--- config.mk ---
export PLATFORM = sky130hd
export DESIGN_NAME = zircon_keypad_scan_logic
export DESIGN_NICKNAME = d
export VERILOG_FILES = /design/src/rtl/zircon_keypad_scan_logic.sv
export SDC_FILE = /design/constraint.sdc
export NUM_CORES = 1
export LEC_CHECK = 0
export CORE_MARGIN = 2
export CORE_UTILIZATION = 60
export DETAILED_ROUTE_END_ITERATION = 12
export PLACE_DENSITY = 0.85
export SETUP_SLACK_MARGIN = 0.3
export SKIP_LAST_GASP = 1
export SLEW_MARGIN = 20
export SYNTH_ARGS = -nofsm -noshare
export SYNTH_HDL_FRONTEND = slang
export SYNTH_SLANG_ARGS = --single-unit
--- constraint.sdc ---
create_clock -name CLK_50M -period 3.1 [get_ports CLK_50M]
set_input_delay 0.31 -clock CLK_50M [delete_from_list [all_inputs] [get_ports CLK_50M]]
set_output_delay 0.31 -clock CLK_50M [all_outputs]
set_load 0.02 [all_outputs]
--- src/rtl/zircon_keypad_scan_logic.sv ---
// 4x4 matrix keypad scanner: row strobe, frame snapshot, single-key debounce FSM
// and a valid/ack holding register. Optional auto-repeat under `KEY_REPEAT_EN.
module zircon_keypad_scan_logic #(
  parameter int SCAN_DIV        = 50000,
  parameter int DEBOUNCE_FRAMES = 20,
  parameter int REPEAT_DELAY    = 250,
  parameter int REPEAT_RATE     = 50
) (
  input  logic       CLK_50M,
  input  logic       RST_N,
  output logic [3:0] coe_key_row,
  input  logic [3:0] coe_key_col,
  output logic [3:0] key_code,
  output logic       key_valid,
  input  logic       key_ack,
  output logic       key_ovf,
  output logic       key_pressed,
  output logic [1:0] dbg_state
);

  // Handshake: key_valid stays high until key_ack is seen for one cycle; an
  // event arriving while key_valid is high and unacknowledged is dropped and
  // flagged on key_ovf.

  typedef enum logic [1:0] {
    S_IDLE         = 2'd0,
    S_PRESS_WAIT   = 2'd1,
    S_HELD         = 2'd2,
    S_RELEASE_WAIT = 2'd3
  } state_t;

  localparam logic [15:0] TICK_MAX = 16'(SCAN_DIV - 1);
  localparam logic [7:0]  DB_MAX   = 8'(DEBOUNCE_FRAMES);

  logic [3:0]  col_meta_q, col_sync_q;
  logic [15:0] tick_cnt_q, tick_cnt_d;
  logic [1:0]  row_cnt_q, row_cnt_d;
  logic [3:0]  row_q, row_d;
  logic [15:0] snap_q, snap_d;
  state_t      state_q, state_d;
  logic [7:0]  cnt_q, cnt_d, cnt_inc;
  logic [3:0]  cand_q, cand_d;
  logic        evt_q, evt_d, press_evt, rpt_evt;
  logic [3:0]  code_q, code_d;
  logic        valid_q, valid_d, ovf_q, ovf_d;

  logic        tick, frame_end, frame_onehot, cand_match;
  logic [3:0]  pressed, frame_idx;
  logic [15:0] frame;

  assign pressed      = ~col_sync_q;
  assign tick         = (tick_cnt_q == TICK_MAX);
  assign frame_end    = tick && (row_cnt_q == 2'd3);
  assign frame        = {pressed, snap_q[11:0]};
  assign frame_onehot = (frame != 16'd0) && ((frame & (frame - 16'd1)) == 16'd0);
  assign cand_match   = (frame == (16'd1 << cand_q));
  assign cnt_inc      = (cnt_q == 8'hFF) ? cnt_q : cnt_q + 8'd1;

  always_comb begin
    frame_idx = 4'd0;
    for (int i = 0; i < 16; i++) begin
      if (frame[i]) frame_idx = 4'(i);
    end
  end

  // Each row's columns are captured at the end of its slot, after settling.
  always_comb begin
    tick_cnt_d = tick ? 16'd0 : tick_cnt_q + 16'd1;
    row_cnt_d  = row_cnt_q;
    row_d      = row_q;
    snap_d     = snap_q;
    if (tick) begin
      row_cnt_d = row_cnt_q + 2'd1;
      row_d     = ~(4'b0001 << row_cnt_d);
      snap_d[{row_cnt_q, 2'b00} +: 4] = pressed;
    end
  end

  always_comb begin
    state_d   = state_q;
    cnt_d     = cnt_q;
    cand_d    = cand_q;
    press_evt = 1'b0;
    if (frame_end) begin
      case (state_q)
        S_IDLE: begin
          if (frame_onehot) begin
            cand_d = frame_idx;
            if (DB_MAX <= 8'd1) begin
              state_d   = S_HELD;
              press_evt = 1'b1;
              cnt_d     = 8'd0;
            end else begin
              state_d = S_PRESS_WAIT;
              cnt_d   = 8'd1;
            end
          end
        end
        S_PRESS_WAIT: begin
          if (!cand_match) begin
            state_d = S_IDLE;
            cnt_d   = 8'd0;
          end else if (cnt_inc >= DB_MAX) begin
            state_d   = S_HELD;
            press_evt = 1'b1;
            cnt_d     = 8'd0;
          end else begin
            cnt_d = cnt_inc;
          end
        end
        S_HELD: begin
          if (frame == 16'd0) begin
            if (DB_MAX <= 8'd1) begin
              state_d = S_IDLE;
              cnt_d   = 8'd0;
            end else begin
              state_d = S_RELEASE_WAIT;
              cnt_d   = 8'd1;
            end
          end
        end
        default: begin
          if (frame != 16'd0) begin
            state_d = S_HELD;
            cnt_d   = 8'd0;
          end else if (cnt_inc >= DB_MAX) begin
            state_d = S_IDLE;
            cnt_d   = 8'd0;
          end else begin
            cnt_d = cnt_inc;
          end
        end
      endcase
    end
  end

`ifdef KEY_REPEAT_EN
  localparam logic [7:0] RPT_DELAY = 8'(REPEAT_DELAY);
  localparam logic [7:0] RPT_RATE  = 8'(REPEAT_RATE);

  logic [7:0] rpt_q, rpt_d, rpt_inc;
  logic       rpt_seen_q, rpt_seen_d;

  assign rpt_inc = (rpt_q == 8'hFF) ? rpt_q : rpt_q + 8'd1;

  // After the first repeat the counter restarts and targets the shorter rate.
  always_comb begin
    rpt_d      = rpt_q;
    rpt_seen_d = rpt_seen_q;
    rpt_evt    = 1'b0;
    if (frame_end) begin
      if (state_q == S_HELD && cand_match) begin
        if (rpt_inc >= (rpt_seen_q ? RPT_RATE : RPT_DELAY)) begin
          rpt_evt    = 1'b1;
          rpt_d      = 8'd0;
          rpt_seen_d = 1'b1;
        end else begin
          rpt_d = rpt_inc;
        end
      end else begin
        rpt_d      = 8'd0;
        rpt_seen_d = 1'b0;
      end
    end
  end

  always_ff @(posedge CLK_50M or negedge RST_N) begin
    if (!RST_N) begin
      rpt_q      <= 8'd0;
      rpt_seen_q <= 1'b0;
    end else begin
      rpt_q      <= rpt_d;
      rpt_seen_q <= rpt_seen_d;
    end
  end
`else
  localparam int unused_repeat_cfg = REPEAT_DELAY + REPEAT_RATE;
  assign rpt_evt = 1'b0;
`endif

  assign evt_d = press_evt | rpt_evt;

  always_comb begin
    code_d  = code_q;
    valid_d = valid_q;
    ovf_d   = ovf_q;
    if (evt_q) begin
      if (!valid_q || key_ack) begin
        code_d  = cand_q;
        valid_d = 1'b1;
        if (key_ack) ovf_d = 1'b0;
      end else begin
        ovf_d = 1'b1;
      end
    end else if (key_ack) begin
      valid_d = 1'b0;
      ovf_d   = 1'b0;
    end
  end

  always_ff @(posedge CLK_50M or negedge RST_N) begin
    if (!RST_N) begin
      col_meta_q <= 4'b1111;
      col_sync_q <= 4'b1111;
      tick_cnt_q <= 16'd0;
      row_cnt_q  <= 2'd0;
      row_q      <= 4'b1110;
      snap_q     <= 16'd0;
      state_q    <= S_IDLE;
      cnt_q      <= 8'd0;
      cand_q     <= 4'd0;
      evt_q      <= 1'b0;
      code_q     <= 4'd0;
      valid_q    <= 1'b0;
      ovf_q      <= 1'b0;
    end else begin
      col_meta_q <= coe_key_col;
      col_sync_q <= col_meta_q;
      tick_cnt_q <= tick_cnt_d;
      row_cnt_q  <= row_cnt_d;
      row_q      <= row_d;
      snap_q     <= snap_d;
      state_q    <= state_d;
      cnt_q      <= cnt_d;
      cand_q     <= cand_d;
      evt_q      <= evt_d;
      code_q     <= code_d;
      valid_q    <= valid_d;
      ovf_q      <= ovf_d;
    end
  end

  assign coe_key_row = row_q;
  assign key_code    = code_q;
  assign key_valid   = valid_q;
  assign key_ovf     = ovf_q;
  assign key_pressed = (state_q == S_HELD) || (state_q == S_RELEASE_WAIT);
  assign dbg_state   = state_q;

endmodule

==> flow_summary_export.csv <==
group,metric,value,unit
die,start_util,61.4,%
sta,worst_clock_skew,0.00931,ns
die,core_area,5850,µm²
global_routing,grt_pass1_vias,3044,
power_and_ir_drop,p_per_area,390,nW/µm²
clock_tree,clock_latency,0.35,ns
die,fp.dieW,81.4,µm
synthesis,syn_area,3590,µm²
outcome,status,"finished clean",
critical_path,worstPathArrival,3.01,ns
sta,finalHoldViolCount,0,
power_and_ir_drop,leakagePower,1.73,nW
synthesis,syn_avg_cell_area,9.47,µm²
die,pin_count,20,
layout,antennaDiodeCount,0,
clock_tree,numCtsBuffers,9,
synthesis,yosysSeqAreaShare,44.3,%
sta,fmax,360,MHz
synthesis,ys_top_cells_by_area,"dfrtp_1 36%, dfstp_2 8.1%, nand2_1 4.1%",
sta,post-route-period-util,89.5,%
sta,whs,0.357,ns
power_and_ir_drop,vdd_drop_max,0.354,mV
synthesis,yosys.area.top_type,"dfrtp_1",
clock_tree,htreeDepth,3,
sta,setup_violations,0,
route,drt-initial-drc-count,377,
die,std_cell_rows,28,
synthesis,synth_top_area_share,36.2,%
global_routing,gr-usage-all-layers,29.2,%
route,via_per_inst,6.43,
layout,register_area,1590,µm²
global_routing,grt_max_degree,38,
job,drv_cap,0,
route,drc,0,
placement,place_congestion,0.931,
synthesis,syn_nets,397,
layout,fillers,417,
die,dieArea,6620,µm²
synthesis,yosys_most_used_dff,"dfrtp_1",
critical_path,end_kind,"register",
critical_path,setup.worst_path.start_class,"register",
route,first_pass_iters,5,
synthesis,ys_ff_latch,63,
layout,multi_input_area,1870,µm²
die,die_h,81.4,µm
sta,slew_violations,0,
sta,rsz0062_at_grt,"true",
synthesis,ys.warnings.count,0,
layout,drive_above_1_share,15.6,%
sta,min_period,2.77,ns
clock_tree,cts_max_path_buffers,2,
placement,port_buffers,19,
route,routedWlPerCell,18.3,µm
clock_tree,clk_pin_slew,0.08,ns
route,drt-total-wl,8.83,mm
sta,relSlewSlack,56.1,%
synthesis,synth_edf_count,0,
sta,worst_pin_slew,0.658,ns
synthesis,yosysMostFrequentCell,"dfrtp_1",
global_routing,grt_overflow,0,
placement,placed_cells,457,
global_routing,antenna_found_initial,0,
layout,syn_to_final_growth,16.6,%
layout,nets,422,
clock_tree,clkSinkCount,63,
synthesis,synth_common_cells,"52 x dfrtp_1, 39 x nand2_1, 25 x nor2_1",
sta,setup_tns,0,ns
clock_tree,cts_tree,"yes",
synthesis,syn-instance-count,379,
route,drt.antenna.violating_nets,0,
layout,utilization,71.5,%
placement,dp_hpwl,5.67,mm
clock_tree,root_buffer,"clkbuf_8",
critical_path,worstPathRequired,3.33,ns
hold_path,hold_path.class,"register to register",
synthesis,async_flop_share,100,%
layout,fin_cells,484,
global_routing,grt_pass1_wl,14.5,mm
critical_path,worstSetupPathType,"register to register",
critical_path,crit_path_max_fanout,5,
synthesis,ys_types,66,
route,vias,3110,
==> power by group <==
part | switching [mW] | internal, mW
Combinational | 0.0252 | 0.0167
Clock | 0.351 | 0.395
Sequential | 0.0108 | 0.832
Total | 0.387 | 1.24
==> cell families after synthesis <==
kind of cell / count (synthesis) / share of synthesized area [%]
adder cells (fa/ha/maj): 13 / 4.39
flip-flops: 63 / 44.3
XOR/XNOR: 15 / 3.66
AO/OA/AOI/OAI: 91 / 18.3
buffers and inverters: 43 / 4.71
multiplexers: 7 / 2.16
AND/OR/NAND/NOR: 147 / 22.4
==> through the flow <==
stage | area, µm² | setup slack, ns | power (mW)
after CTS | 4120 | 0.303 | 1.64
after detailed placement | 3850 | 0.298 | 0.898
final | 4180 | 0.325 | 1.63
after global placement | 3850 | 0.394 | 0.897
after global routing | 4180 | 0.249 | 1.69
after floorplan | 3590 | 0.355 | 0.866
==> layout make-up <==
cell class              instances  area share [%]
multi-input cells             273            44.6
flip-flops and latches         63            38.0
repair buffers                 39            8.55
clock buffers                  10            3.29
well taps                      75            2.24
clock inverters                 6            1.64
inverters                      18            1.61
==> sequential cells by signal, summed over array words and instances, names as in the netlist, 2 cells and up <==
register / cells
col_sync_q: 4
dbg_state: 2
row_cnt_q: 2
cnt_q: 8
snap_q: 12
cand_q: 4
key_code: 4
tick_cnt_q: 16
col_meta_q: 4
coe_key_row: 4
==> placed cells by master, fill, tap and decap left out, types with 5 or more instances in the layout <==
master,netlist,final
dfrtp_1,52,52
nand2_1,39,39
nor2_1,25,25
inv_1,18,18
clkdlybuf4s50_1,0,18
buf_4,1,16
o21ai_0,15,15
o31ai_1,14,14
nand3_1,13,13
a21oi_1,13,12
ha_1,11,11
dfstp_2,11,11
nor3_1,10,10
clkbuf_8,0,10
xnor2_1,9,9
nand2b_1,8,8
xor2_1,6,6
nor2b_1,5,5
nor3b_1,5,5
==> final timing paths <==
| kind | slack [ns] | from | end | cells after the start |
|---|---|---|---|---|
| min in group asynchronous | 0.52 | RST_N | key_code[3] | 2 |
| min reg2reg | 0.36 | col_meta_q[1] | col_sync_q[1] | 0 |
| max in group asynchronous | 1.90 | RST_N | coe_key_row[3] | 3 |
| max | 0.33 | tick_cnt_q[4] | dbg_state[0] | 8 |
| max reg2reg | 0.33 | tick_cnt_q[4] | dbg_state[0] | 8 |
| min | 0.36 | col_meta_q[1] | col_sync_q[1] | 0 |
==> routing by layer <==
layer  wire (µm)  GRT usage [%]  up-vias
li1            -              -     1430
met1        3640           37.0     1512
met2        4330           46.6      141
met3         599           7.44       27
met4         259           14.4        0
met5           0              0        -
==> critical path, stage by stage (launching register included) <==
cell and delay, ns:
dfrtp_1 0.42, or4bb_1 0.55, or4_4 0.54, a211o_1 0.25, a41o_1 0.24, a21oi_4 0.14, buf_4 0.14, nand3_2 0.08
mux2_4 0.30
==> repair_timing <==
action / 4_1_cts / 5_1_grt
gates resized for setup: 2 / 10
endpoints found under the setup margin: 1 / 7
buffers inserted: 5 / 5
hold buffers: 1 / 0
pin swaps: 0 / 3
hold endpoints to repair: 11 / 0
No activity file was read; power rests on OpenSTA's default activity.
